## config.mk

```make
export PLATFORM = sky130hd
export DESIGN_NAME = fir_sample_loader_flat
export DESIGN_NICKNAME = d
export VERILOG_FILES = /design/src/rtl/fir_sample_loader_if.sv /design/src/rtl/fir_sample_loader.sv /design/src/flat_wrapper.sv
export SDC_FILE = /design/constraint.sdc
export NUM_CORES = 1
export LEC_CHECK = 0
export CELL_PAD_IN_SITES_DETAIL_PLACEMENT = 0
export CELL_PAD_IN_SITES_GLOBAL_PLACEMENT = 1
export CORE_UTILIZATION = 43
export DETAILED_ROUTE_END_ITERATION = 10
export GPL_TIMING_DRIVEN = 1
export PLACE_DENSITY = 0.89
export SYNTH_ARGS = -nofsm -noshare
export SYNTH_HDL_FRONTEND = slang
export SYNTH_SLANG_ARGS = --single-unit
```

## constraint.sdc

```tcl
create_clock -name iClk -period 3.35 [get_ports iClk]
set_clock_uncertainty 0.2 [all_clocks]
set_input_delay 0.8375 -clock iClk [delete_from_list [all_inputs] [get_ports iClk]]
set_output_delay 0.8375 -clock iClk [all_outputs]
set_load 0.01 [all_outputs]
```

## src/rtl/fir_sample_loader_if.sv

```systemverilog
// Bus bundle for fir_sample_loader: config slave, sample stream, x-buffer write master, FIR start/done.
interface fir_sample_loader_if;
  logic        iChipSelect_Control;
  logic        iWrite_Control;
  logic        iRead_Control;
  logic [2:0]  iAddress_Control;
  logic [31:0] iData_Control;
  logic [31:0] oData_Control;

  logic [7:0]  iSample_Data;
  logic        iSample_Valid;
  logic        oSample_Ready;

  logic [31:0] oAddress_Master_Write;
  logic        oWrite_Master_Write;
  logic [31:0] oWriteData_Master_Write;
  logic        iWait_Master_Write;

  logic        oStart;
  logic        iDone;

  // Loader side: serves the config bus, consumes samples, masters the memory write port.
  modport master (
    input  iChipSelect_Control, iWrite_Control, iRead_Control, iAddress_Control, iData_Control,
    output oData_Control,
    input  iSample_Data, iSample_Valid,
    output oSample_Ready,
    output oAddress_Master_Write, oWrite_Master_Write, oWriteData_Master_Write,
    input  iWait_Master_Write,
    output oStart,
    input  iDone
  );

  // Environment side: host, sample source, memory and FIR core.
  modport slave (
    output iChipSelect_Control, iWrite_Control, iRead_Control, iAddress_Control, iData_Control,
    input  oData_Control,
    output iSample_Data, iSample_Valid,
    input  oSample_Ready,
    input  oAddress_Master_Write, oWrite_Master_Write, oWriteData_Master_Write,
    output iWait_Master_Write,
    input  oStart,
    output iDone
  );
endinterface

```

## src/rtl/fir_sample_loader.sv

```systemverilog
// Sliding-window sample loader: copies the last NUM_TAPS samples oldest-first into the FIR x buffer,
// then requests a FIR run and waits for its done handshake.
module fir_sample_loader #(
  parameter int unsigned NUM_TAPS    = 8,
  parameter logic [31:0] ADDR_BASE_X = 32'h00000000
) (
  input  logic              iClk,
  input  logic              iRstn,
  fir_sample_loader_if.master bus
);

  localparam int unsigned   PW   = (NUM_TAPS > 1) ? $clog2(NUM_TAPS) : 1;
  localparam int unsigned   FW   = $clog2(NUM_TAPS + 1);
  localparam logic [PW-1:0] LAST = PW'(NUM_TAPS - 1);
  localparam logic [FW-1:0] FULL = FW'(NUM_TAPS);
  localparam logic [PW:0]   WRAP = (PW + 1)'(NUM_TAPS);

  typedef enum logic [1:0] {
    S_IDLE,
    S_WRITE,
    S_START
  } state_t;

  state_t state, state_next;

  logic [NUM_TAPS-1:0][7:0] win;
  logic [PW-1:0] wp;
  logic [PW-1:0] idx;
  logic [FW-1:0] fill;
  logic [FW-1:0] fill_after;
  logic [31:0]   base_x;
  logic [31:0]   snapshot;
  logic [31:0]   sample_count;
  logic          enable;
  logic          clear_pending;

  logic          cfg_wr;
  logic          cfg_rd;
  logic          sample_ready;
  logic          accept;
  logic          apply_clear;
  logic          word_done;
  logic [PW:0]   rd_sum;
  logic [PW:0]   rd_wrapped;
  logic [PW-1:0] rd_pos;

  assign cfg_wr       = bus.iChipSelect_Control && bus.iWrite_Control;
  assign cfg_rd       = bus.iChipSelect_Control && bus.iRead_Control;
  assign sample_ready = enable && (state == S_IDLE) && !clear_pending;
  assign accept       = bus.iSample_Valid && sample_ready;
  assign word_done    = (state == S_WRITE) && !bus.iWait_Master_Write;
  assign fill_after   = (fill == FULL) ? FULL : fill + 1'b1;

  // A pending clear lands on the first edge the loader is (or becomes) idle; ready is held low
  // meanwhile, so it can never collide with a sample write into the window.
  assign apply_clear  = clear_pending &&
                        ((state == S_IDLE) || ((state == S_START) && bus.iDone));

  // wp points at the oldest sample once the window is full, so word i reads (wp + i) mod NUM_TAPS.
  assign rd_sum       = {1'b0, wp} + {1'b0, idx};
  assign rd_wrapped   = (rd_sum >= WRAP) ? rd_sum - WRAP : rd_sum;
  assign rd_pos       = rd_wrapped[PW-1:0];

  assign bus.oSample_Ready = sample_ready;

  always_ff @(posedge iClk or negedge iRstn) begin
    if (!iRstn) begin
      state <= S_IDLE;
    end else begin
      state <= state_next;
    end
  end

  always_comb begin
    state_next                  = state;
    bus.oWrite_Master_Write     = 1'b0;
    bus.oAddress_Master_Write   = '0;
    bus.oWriteData_Master_Write = '0;
    bus.oStart                  = 1'b0;
    case (state)
      S_IDLE: begin
        if (accept && (fill_after == FULL)) begin
          state_next = S_WRITE;
        end
      end
      S_WRITE: begin
        bus.oWrite_Master_Write     = 1'b1;
        bus.oAddress_Master_Write   = snapshot + {{(32 - PW){1'b0}}, idx};
        bus.oWriteData_Master_Write = {24'd0, win[rd_pos]};
        if (word_done && (idx == LAST)) begin
          state_next = S_START;
        end
      end
      S_START: begin
        bus.oStart = 1'b1;
        if (bus.iDone) begin
          state_next = S_IDLE;
        end
      end
      default: state_next = S_IDLE;
    endcase
  end

  always_ff @(posedge iClk or negedge iRstn) begin
    if (!iRstn) begin
      base_x            <= ADDR_BASE_X;
      enable            <= 1'b0;
      clear_pending     <= 1'b0;
      sample_count      <= '0;
      wp                <= '0;
      fill              <= '0;
      idx               <= '0;
      snapshot          <= '0;
      win               <= '0;
      bus.oData_Control <= '0;
    end else begin
      if (cfg_wr) begin
        case (bus.iAddress_Control)
          3'd0:    base_x <= bus.iData_Control;
          3'd1:    enable <= bus.iData_Control[0];
          default: ;
        endcase
      end

      if (cfg_wr && (bus.iAddress_Control == 3'd1) && bus.iData_Control[1]) begin
        clear_pending <= 1'b1;
      end else if (apply_clear) begin
        clear_pending <= 1'b0;
      end

      if (apply_clear) begin
        wp   <= '0;
        fill <= '0;
        win  <= '0;
      end else if (accept) begin
        win[wp] <= bus.iSample_Data;
        wp      <= (wp == LAST) ? '0 : wp + 1'b1;
        fill    <= fill_after;
        if (fill_after == FULL) begin
          idx      <= '0;
          snapshot <= base_x;
        end
      end

      if (accept && (sample_count != '1)) begin
        sample_count <= sample_count + 1'b1;
      end

      if (word_done) begin
        idx <= (idx == LAST) ? '0 : idx + 1'b1;
      end

      if (cfg_rd) begin
        case (bus.iAddress_Control)
          3'd0:    bus.oData_Control <= base_x;
          3'd1:    bus.oData_Control <= {31'd0, enable};
          3'd2:    bus.oData_Control <= {30'd0, (fill == FULL), (state != S_IDLE)};
          3'd3:    bus.oData_Control <= sample_count;
          default: bus.oData_Control <= '0;
        endcase
      end
    end
  end

endmodule

```

## src/flat_wrapper.sv

```systemverilog
// flat-port wrapper written by rule: the top's interface ports become plain ports
module fir_sample_loader_flat 
#(
  parameter int unsigned NUM_TAPS    = 8,
  parameter logic [31:0] ADDR_BASE_X = 32'h00000000
)
  (iClk, iRstn, bus_iChipSelect_Control, bus_iWrite_Control, bus_iRead_Control, bus_iAddress_Control, bus_iData_Control, bus_oData_Control, bus_iSample_Data, bus_iSample_Valid, bus_oSample_Ready, bus_oAddress_Master_Write, bus_oWrite_Master_Write, bus_oWriteData_Master_Write, bus_iWait_Master_Write, bus_oStart, bus_iDone);
  fir_sample_loader_if bus_i ();
  input  logic iClk;
  input  logic iRstn;
  input wire logic [$bits(bus_i.iChipSelect_Control)-1:0] bus_iChipSelect_Control;
  input wire logic [$bits(bus_i.iWrite_Control)-1:0] bus_iWrite_Control;
  input wire logic [$bits(bus_i.iRead_Control)-1:0] bus_iRead_Control;
  input wire logic [$bits(bus_i.iAddress_Control)-1:0] bus_iAddress_Control;
  input wire logic [$bits(bus_i.iData_Control)-1:0] bus_iData_Control;
  output wire logic [$bits(bus_i.oData_Control)-1:0] bus_oData_Control;
  input wire logic [$bits(bus_i.iSample_Data)-1:0] bus_iSample_Data;
  input wire logic [$bits(bus_i.iSample_Valid)-1:0] bus_iSample_Valid;
  output wire logic [$bits(bus_i.oSample_Ready)-1:0] bus_oSample_Ready;
  output wire logic [$bits(bus_i.oAddress_Master_Write)-1:0] bus_oAddress_Master_Write;
  output wire logic [$bits(bus_i.oWrite_Master_Write)-1:0] bus_oWrite_Master_Write;
  output wire logic [$bits(bus_i.oWriteData_Master_Write)-1:0] bus_oWriteData_Master_Write;
  input wire logic [$bits(bus_i.iWait_Master_Write)-1:0] bus_iWait_Master_Write;
  output wire logic [$bits(bus_i.oStart)-1:0] bus_oStart;
  input wire logic [$bits(bus_i.iDone)-1:0] bus_iDone;
  assign bus_i.iChipSelect_Control = bus_iChipSelect_Control;
  assign bus_i.iWrite_Control = bus_iWrite_Control;
  assign bus_i.iRead_Control = bus_iRead_Control;
  assign bus_i.iAddress_Control = bus_iAddress_Control;
  assign bus_i.iData_Control = bus_iData_Control;
  assign bus_oData_Control = bus_i.oData_Control;
  assign bus_i.iSample_Data = bus_iSample_Data;
  assign bus_i.iSample_Valid = bus_iSample_Valid;
  assign bus_oSample_Ready = bus_i.oSample_Ready;
  assign bus_oAddress_Master_Write = bus_i.oAddress_Master_Write;
  assign bus_oWrite_Master_Write = bus_i.oWrite_Master_Write;
  assign bus_oWriteData_Master_Write = bus_i.oWriteData_Master_Write;
  assign bus_i.iWait_Master_Write = bus_iWait_Master_Write;
  assign bus_oStart = bus_i.oStart;
  assign bus_i.iDone = bus_iDone;
  fir_sample_loader #(.NUM_TAPS(NUM_TAPS), .ADDR_BASE_X(ADDR_BASE_X)) u_core (.iClk(iClk), .iRstn(iRstn), .bus(bus_i));
endmodule
```

==> key figures <==
Cells and area
  – Area delta synth->final: 32.28%
  – Layout cell share with drive strength beyond 1: 27.86%
  – FF/Latch Area: 0.005156 mm^2
  – Fin cells: 1508
  – Fill cells: 1965
  – Utilization after layout: 58.24%
  – Layout Nets: 1237
  – Area of the multi-input gates: 0.005228 mm^2

Route
  – Via-to-Cell Ratio: 5.576
  – Vias: 8408
  – DRC viols: 0
  – Detailed Routing Iterations Pass 1: 5
  – Routed Antenna Nets: 0
  – Per-cell routed wire length: 19.51 um
  – Total Wirelength: 29430 um
  – Initial drt markers: 588

Logic synthesis
  – Number of register bits inferred by synthesis: 206
  – Seq/Total Area, Yosys: 49.73%
  – Async S/R FF share, synth: 100.0%
  – Mapped Avg Cell Area: 10.58 um^2
  – Post-Synth XOR/XNOR Area: 4.479%
  – Netlist Area Pre-Place: 0.01036 mm^2
  – Top_reg_cell synth: dfrtp_1
  – Simple-gate share of the synthesized area: 17.66%
  – Post-synthesis adder-cell area fraction: 1.714%
  – Post-Synthesis Cells: 980
  – EDFF count, synth: 0
  – Compound-Gate Fraction of Synth Area: 6.507%
  – Multiplexer area fraction after synthesis: 15.15%
  – Main combinational cell family by area after synthesis: simple AND/OR/NAND/NOR gates
  – Synthesis Warnings: 0
  – Post-synthesis cell type count: 54

CTS
  – Clock Path Buffers: 3
  – Clk pin slew, worst setup/hold paths: 60 ps
  – H-tree levels: 1
  – # hold bufs at CTS: 0
  – Num CTS Buffers: 24
  – CTS Sinks: 206
  – Worst-Skew Late Latency: 510 ps
  – CTS tree: built
  – CTS Root Cell: clkbuf_16

Run
  – Max Cap Viol: 0

Worst setup path
  – Worst EP arrival: 2620 ps
  – CP Launch Type: flip-flop
  – WS Path Type: reg2out
  – Critical Path Fanout Max: 7
  – Req. time, crit path: 2310 ps
  – CP Capture Type: primary output

Floorplanning
  – Die outline width: 157.3 um
  – DIE AREA: 0.02473 mm^2
  – Row count: 56
  – Die height: 157.3 um
  – Core ar.: 0.02354 mm^2
  – IO Pins: 150
  – Starting Density: 44.03%

Timing
  – Setup TNS: -6345 ps
  – Setup violations, final: 36
  – Final Max Slew Viols: 0
  – Final worst slack: -304.6 ps
  – Min cycle time layout: 3655 ps
  – Relative slew slack: 59.67%
  – Fin. Hold Viols: 0
  – Measured slew at the worst slew-check pin: 604.9 ps
  – Final period utilization: 109.1%
  – Max Clk Rate: 0.2736 GHz
  – Unrepaired setup endpoints after global routing: true

Hold path
  – Hold Path Class: in2async

Power
  – Overall power: 9.088 mW
  – PwrDens: 662.8 mW/mm^2
  – Static Leak: 6.435 nW
  – Maximum VDD drop: 0.4350 mV

Global route
  – Congestion Overflow GR: 0
  – All-layer global routing usage: 23.84%
  – First-pass GRT wire length: 45630 um
  – Largest net degree at the start of global routing: 71
  – Vias in the first global route: 8382
  – Antenna violations before repair: 1

Placement
  – GPL Wtd Cong: 0.8236
  – IO Port Bufs: 125
  – Placed Cells: 1447
  – Hpwl dp: 19350 um

Outcome
  – Failing checks: negative setup slack
  – Outcome: finished, violations left
==> cell usage after synthesis, types with 14 or more instances <==
cell type,count,area share [%]
dfrtp_1,206,50
nor2_1,145,5.3
nand2_1,103,3.7
mux2_2,68,7.4
clkbuf_1,47,1.7
mux2i_1,41,4.0
xnor2_1,38,3.2
a21oi_1,35,1.7
a221oi_1,30,2.5
nand3_1,28,1.4
buf_4,24,1.7
nand4_1,18,1.1
o21ai_0,18,0.87
mux4_2,17,3.7
nor3_1,16,0.77
and3_1,15,0.91
xor2_1,15,1.3
inv_1,14,0.51
==> power breakdown <==
| part | internal (mW) | switching (mW) |
|---|---|---|
| Sequential | 3.03 | 0.408 |
| Combinational | 1.60 | 1.39 |
| Clock | 1.63 | 1.04 |
| Total | 6.26 | 2.83 |
==> worst paths after layout <==
| check | from | end | slack [ps] | cells past startpoint |
|---|---|---|---|---|
| max in group asynchronous | iRstn | u_core.state[0]$_DFFE_PN0P_ | 1990 | 2 |
| min in group iClk | u_core.sample_count[4]$_DFFE_PN0P_ | u_core.sample_count[4]$_DFFE_PN0P_ | 310 | 1 |
| worst min register to register | u_core.sample_count[4]$_DFFE_PN0P_ | u_core.sample_count[4]$_DFFE_PN0P_ | 310 | 1 |
| worst min-delay path | iRstn | u_core.bus.oData_Control[7]$_DFFE_PN0P_ | 130 | 1 |
| worst max-delay path | u_core.idx[0]$_DFFE_PN0P_ | bus_oWriteData_Master_Write[2] | -300 | 8 |
| worst max register to register | u_core.state[1]$_DFFE_PN0P_ | u_core.snapshot[13]$_DFFE_PN0P_ | 940 | 6 |
==> critical path: stages, from the launching register on <==
cell and delay [ps]:
dfrtp_1 380, ha_2 180, inv_2 30, fa_2 610
clkbuf_16 190, mux4_2 300, mux2i_1 210, nor2_1 60
buf_2 140
==> metrics by stage <==
step / instance area [um^2] / hold WS [ps] / setup slack [ps]
detailed placement: 12410 / 289.0 / -204.4
finish: 13710 / 133.0 / -304.6
global placement: 12410 / 277.4 / -209.9
CTS: 13480 / 150.5 / -346.4
floorplan: 10450 / 257.1 / 94.43
global route: 13710 / 164.7 / -413.9
==> sequential cells by signal (all words and copies together) (netlist names), 3 cells and up <==
| name | count |
|---|---|
| u_core.fill | 4 |
| u_core.idx | 3 |
| u_core.wp | 3 |
| u_core.bus.oData_Control | 32 |
| u_core.base_x | 32 |
| u_core.win | 64 |
| u_core.snapshot | 32 |
| u_core.sample_count | 32 |
==> cell usage in the layout (no fill, tap or decap), types with 4 or more instances in the layout <==
master           count
nand3_1             27
a221oi_1            30
a21oi_1             30
and3_1              13
conb_1              24
nor2_1             142
buf_6                9
mux2_2              68
buf_2               36
a22o_1               5
ha_1                 8
dfrtp_1            205
o21ai_0             16
mux4_2              17
xnor2_1             35
nor4_4              11
nand2_1            102
inv_1               12
mux2i_1             38
nand4_1             18
nor3_4               5
buf_12              12
xor2_1              13
or3_1                6
clkdlybuf4s50_1     85
and4_1               8
clkinvlp_4           4
nor3_1               8
clkbuf_16           27
clkinv_2             4
buf_4               75
and2_1               6
nor3_2               4
a21oi_2              4
==> layout make-up <==
class	instances	area share, %
antenna	1	0.01825
clock buffer	29	4.818
clock inverter	12	1.086
inverter	14	0.3833
multi-input combinational	701	38.13
sequential	206	37.61
tap	319	2.911
timing repair buffer	226	15.05
==> logic make-up (layout without fill, tap and decap cells) <==
logic type / count (synthesis) / count (layout)
flops: 206 / 206
simple gates: 383 / 383
buf+inv: 96 / 281
other cells: 1 / 25
xor+xnor: 53 / 53
fa+ha+maj: 13 / 13
mux: 127 / 127
compound gates: 101 / 101
==> metal layers <==
metal  GRT usage, %  share of wire (%)  vias to the layer above
li1               -                  -                     3772
met1          33.07                 43                     4250
met2          37.69                 47                      315
met3          3.029                5.7                       71
met4          10.08                3.5                        0
met5              0                  0                        -
==> repair_timing <==
item                                    CTS  global route
cloned                                    2             0
endpoints found under the setup margin   40            39
pin swaps                                15            40
setup buffers                            10            10
gates resized for setup                 194            55
Note: power is estimated with default switching activity, not from simulation.
==> edit 1, RTL diff (config.mk and constraints unchanged) <==
`NUM_TAPS` is set to 8 in 2 places; all go to 4.
--- a/src/rtl/fir_sample_loader.sv
+++ b/src/rtl/fir_sample_loader.sv
@@ -1,7 +1,7 @@
 // Sliding-window sample loader: copies the last NUM_TAPS samples oldest-first into the FIR x buffer,
 // then requests a FIR run and waits for its done handshake.
 module fir_sample_loader #(
-  parameter int unsigned NUM_TAPS    = 8,
+  parameter int unsigned NUM_TAPS    = 4,
   parameter logic [31:0] ADDR_BASE_X = 32'h00000000
 ) (
   input  logic              iClk,
--- a/src/flat_wrapper.sv
+++ b/src/flat_wrapper.sv
@@ -1,7 +1,7 @@
 // flat-port wrapper written by rule: the top's interface ports become plain ports
 module fir_sample_loader_flat 
 #(
-  parameter int unsigned NUM_TAPS    = 8,
+  parameter int unsigned NUM_TAPS    = 4,
   parameter logic [31:0] ADDR_BASE_X = 32'h00000000
 )
   (iClk, iRstn, bus_iChipSelect_Control, bus_iWrite_Control, bus_iRead_Control, bus_iAddress_Control, bus_iData_Control, bus_oData_Control, bus_iSample_Data, bus_iSample_Valid, bus_oSample_Ready, bus_oAddress_Master_Write, bus_oWrite_Master_Write, bus_oWriteData_Master_Write, bus_iWait_Master_Write, bus_oStart, bus_iDone);
Behaviour: same outputs for any inputs over 4 cycles, from zero or initial values and one cycle with iRstn low; that may be too few to reach the edited logic, so the function may still have changed.
==> edit 1 against the unedited design <==
- hold slack improved by 0.056 ns
- largest cell class is now sequential cells
- global-route usage fell by 2.1 points
- synthesized area down 17%
- sequential cell count down 35
- sequential power shrank 15%
- setup slack better by 0.14 ns
- critical path depth grew 2
- the flow still finishes with violations (negative setup slack)
- via count fell by 22%
- total power is 21% lower
- first-iteration DRC count down 33%
- design area fell by 19%
- wire length is 28% lower
- critical endpoint is now bus_oAddress_Master_Write[28]
- largest power group unchanged
==> edit 1: results <==
group,metric,value,unit
global_routing,grt_util_met2,0.351,
critical_path,worstSetupEndpoint,"bus_oAddress_Master_Write[28]",
global_routing,initial_antenna_violation_count,0,
placed_design,hpwlAfterDp,14.5,mm
yosys,ys_seq_area_frac,0.498,
critical_path,crit_path_start,"u_core.snapshot[0]",
global_routing,grt_usage,0.217,
critical_path,worst_path_max_delay_cell,"dfrtp_1",
power,vdd.ir_drop.worst,0.387,mV
yosys,synthTopCellsByCount,"dfrtp_1 (171), nor2_1 (107), nand2_1 (65)",
global_routing,globalRouteMet3Util,0.0370,
critical_path,timing.critical_path.max_delay_family,"simple AND/OR/NAND/NOR gates",
layout,finalNonFillerCells,1235,
cts,ctsLongestPathBuffers,2,
routing,route.met3.wl,947,µm
sta,setup_tns,-1.25,ns
critical_path,critical_path.reg2reg.endpoint,"u_core.sample_count[9]",
run_status,failing_checks,"negative setup slack",
sta,fin_ws,-0.163,ns
routing,wl_per_cell,17.1,µm
global_routing,grt_pass1_wl,34.3,mm
critical_path,path_max_fanout,3,
global_routing,grt_max_degree,63,
placed_design,pre_cts_slack,-0.0349,ns
layout,num_antenna_cells,0,
sta,timing_worst_slew_pin_value,1.15,ns
sta,hold_slack,0.189,ns
placed_design,place_area,10200,µm²
routing,drt-initial-drc-count,396,
cts,cts_buffers,17,
cts,ctsHtreeMaxLevel,4,
critical_path,crit-reg2reg-launch,"u_core.sample_count[0]",
global_routing,groute.layer.met1.usage,0.295,
layout,net_count_final,1020,
run_status,outcome,"finished with violations",
layout,final_layout_size_suffix_gt1_frac,0.226,
sta,final_setup_violations,13,
power,p_leak,5.03,nW
routing,drt-pass1-iter-count,4,
[edit 1: cell families after synthesis]
kind of cell,Yosys count,share of synthesized area
simple gates,320,0.191
flops,171,0.498
compound gates,90,0.0746
buf+inv,75,0.0478
mux,74,0.109
xor+xnor,60,0.0612
fa+ha+maj,12,0.0183
other cells,1,0.000436
[edit 1: final cells by class]
cell class	count	area (µm²)
clock buffer	18	439
clock inverter	14	164
fill	1703	8470
inverter	10	37.5
multi-input combinational	580	4160
sequential	171	4280
tap	265	332
timing repair buffer	177	1640
[edit 1: power breakdown]
| part | total (mW) | internal (mW) | switching, mW |
|---|---|---|---|
| logic | 2.28 | 1.23 | 1.04 |
| registers | 2.91 | 2.53 | 0.381 |
| clock network | 2.00 | 1.14 | 0.867 |
[edit 1: what timing repair did]
action | in CTS | in global routing
cloned | 2 | 0
setup endpoints to repair | 38 | 33
pin swaps | 8 | 16
gates resized for setup | 153 | 39
setup buffers | 13 | 4
==> edit 2, RTL diff (same settings) <==
Without the edit above. Reset style: synchronous (`iRstn`), changed in 2 clocked blocks.
--- a/src/rtl/fir_sample_loader.sv
+++ b/src/rtl/fir_sample_loader.sv
@@ -63,7 +63,7 @@
 
   assign bus.oSample_Ready = sample_ready;
 
-  always_ff @(posedge iClk or negedge iRstn) begin
+  always_ff @(posedge iClk) begin
     if (!iRstn) begin
       state <= S_IDLE;
     end else begin
@@ -101,7 +101,7 @@
     endcase
   end
 
-  always_ff @(posedge iClk or negedge iRstn) begin
+  always_ff @(posedge iClk) begin
     if (!iRstn) begin
       base_x            <= ADDR_BASE_X;
       enable            <= 1'b0;
Function: differs if iRstn is asserted again (counterexample within 4 cycles, from zero or initial values and one cycle with iRstn low); with iRstn held inactive, the same outputs for 4 cycles.
==> edit 2 against the unedited design <==
- the run still ends with negative setup slack left
- synthesized area fell by 5.2%
- setup slack gained 0.0013 ns
- register-to-register slack got worse by 0.19 ns
- critical path depth is the same
- design area shrank 8.2%
- sequential cell count is the same
- wire length decreased by 6.6%
- critical path type unchanged
Power is not compared: it rests on default switching activity, and its combinational part moved more than twofold at a synthesized area within 25%.
==> edit 2: results <==
group,metric,value,unit
run_status,outcome,"finished with violations",
run_status,failing_checks,"negative setup slack",
yosys,synth_xor_area_frac,0.0374,
placed_design,count_of_buffers_from_port_buffering,125,
power,p_leak,5.08,nW
yosys,synthesized_area_fraction_occupied_by_ao_oa_aoi_and_oai_cells,0.0977,
critical_path,worstPathArrival,2.62,ns
placed_design,hpwlAfterDp,18.8,mm
sta,fin_ws,-0.303,ns
yosys,synthTopCellsByCount,"dfxtp_1 (206), nor2_1 (162), nand2_1 (143)",
sta,relSlewSlack,0.547,
yosys,portion_of_netlist_area_occupied_by_mux_cells,0.125,
global_routing,grt_usage,0.230,
yosys,synth_adder_area_share,0.0181,
yosys,ys.warnings.count,0,
cts,clk_root_buffer_cell,"clkbuf_16",
layout,largest_reg_flops,64,
layout,registers.top_by_ff_count,"u_core.win",
critical_path,path_max_fanout,5,
routing,drt-pass1-iter-count,5,
global_routing,grt_pass1_vias,8403,
yosys,ys_seq_area_frac,0.420,
routing,drt-initial-drc-count,513,
layout,final_layout_size_suffix_gt1_frac,0.164,
global_routing,grt_pass1_wl,43.7,mm
layout,num_antenna_cells,0,
cts,cts_buffers,24,
cts,ctsHtreeMaxLevel,1,
yosys,synth_async_sr_flop_share,0,
placed_design,gpl.final_weighted_congestion,0.828,
global_routing,initial_antenna_violation_count,0,
layout,net_count_final,1342,
global_routing,grt_max_degree,72,
placed_design,place_area,11600,µm²
routing,wirelength,27.5,mm
yosys,ys_seq_elements,206,
hold_path,min_path_type,"flip-flop to flip-flop",
yosys,synth_area_leaders,"dfxtp_1 (42%), mux2i_1 (8.6%), nor2_1 (6.2%)",
power,vdd.ir_drop.worst,0.333,mV
cts,ctsLongestPathBuffers,3,
cts,cts.reportedPaths.clkPinSlew,0.06,ns
yosys,synth.distinct_cells,60,
sta,final_setup_violations,22,
cts,clk_lat_worst_skew,0.51,ns
routing,total_number_of_vias,8683,
## edit 2: area by class of cell
type | instances | area, µm²
clock buffer | 34 | 709
clock inverter | 9 | 98.8
fill | 1946 | 9500
inverter | 18 | 67.6
multi-input combinational | 832 | 5510
sequential | 206 | 4140
tap | 280 | 350
timing repair buffer | 196 | 1720
## edit 2: metal layers
| layer | track usage | wire length [µm] | vias to the layer above |
|---|---|---|---|
| li1 | - | - | 4227 |
| met1 | 0.296 | 11900 | 4146 |
| met2 | 0.390 | 13400 | 253 |
| met3 | 0.0335 | 1320 | 57 |
| met4 | 0.0856 | 873 | 0 |
| met5 | 0 | 0 | - |
## edit 2: through the flow
step | setup slack (ns) | TNS (ns) | instances
floorplan | 0.0520 | 0 | 1165
global placement | -0.201 | -2.10 | 1520
detailed placement | -0.225 | -2.77 | 1520
CTS | -0.354 | -3.82 | 1572
global route | -0.411 | -6.48 | 1575
finish | -0.303 | -3.81 | 1575
## edit 2: worst max-delay path, stage by stage (launching register included)
cell and delay (ns):
dfxtp_2 0.35, ha_4 0.13, inv_2 0.03, fa_2 0.55, buf_12 0.13, mux4_2 0.50
mux2i_2 0.19, nor2_1 0.06, buf_2 0.15
## edit 2: kinds of logic (layout without fill, tap and decap cells)
family | Yosys count | count (layout)
and+or+nand+nor | 502 | 503
adders and majority gates | 13 | 13
xor gates and xnor gates | 42 | 42
muxes | 101 | 101
DFF | 206 | 206
other | 1 | 24
buffers and inverters | 128 | 257
AOI/OAI and AO/OA | 149 | 149
## edit 2: repair_timing
action	CTS	global route
resized for setup	177	23
pin swaps	17	16
setup endpoints to repair	39	36
gates cloned	1	1
setup buffers	8	5
## edit 2: path summary, 6_finish.rpt
path	end	cells after the start	start	slack [ns]
min	u_core.bus.oData_Control[1]	2	u_core.bus.oData_Control[1]	0.28
max reg2reg	u_core.sample_count[30]	6	u_core.state[1]	0.75
max	bus_oWriteData_Master_Write[4]	8	u_core.wp[0]	-0.30
min reg2reg	u_core.bus.oData_Control[1]	2	u_core.bus.oData_Control[1]	0.28
## edit 2: power breakdown
group	switching (mW)	leakage, nW	internal (mW)	total [mW]
clock network	1.01	0.405	1.62	2.64
registers	0.0182	1.67	2.48	2.49
logic	0.169	3.01	0.132	0.301
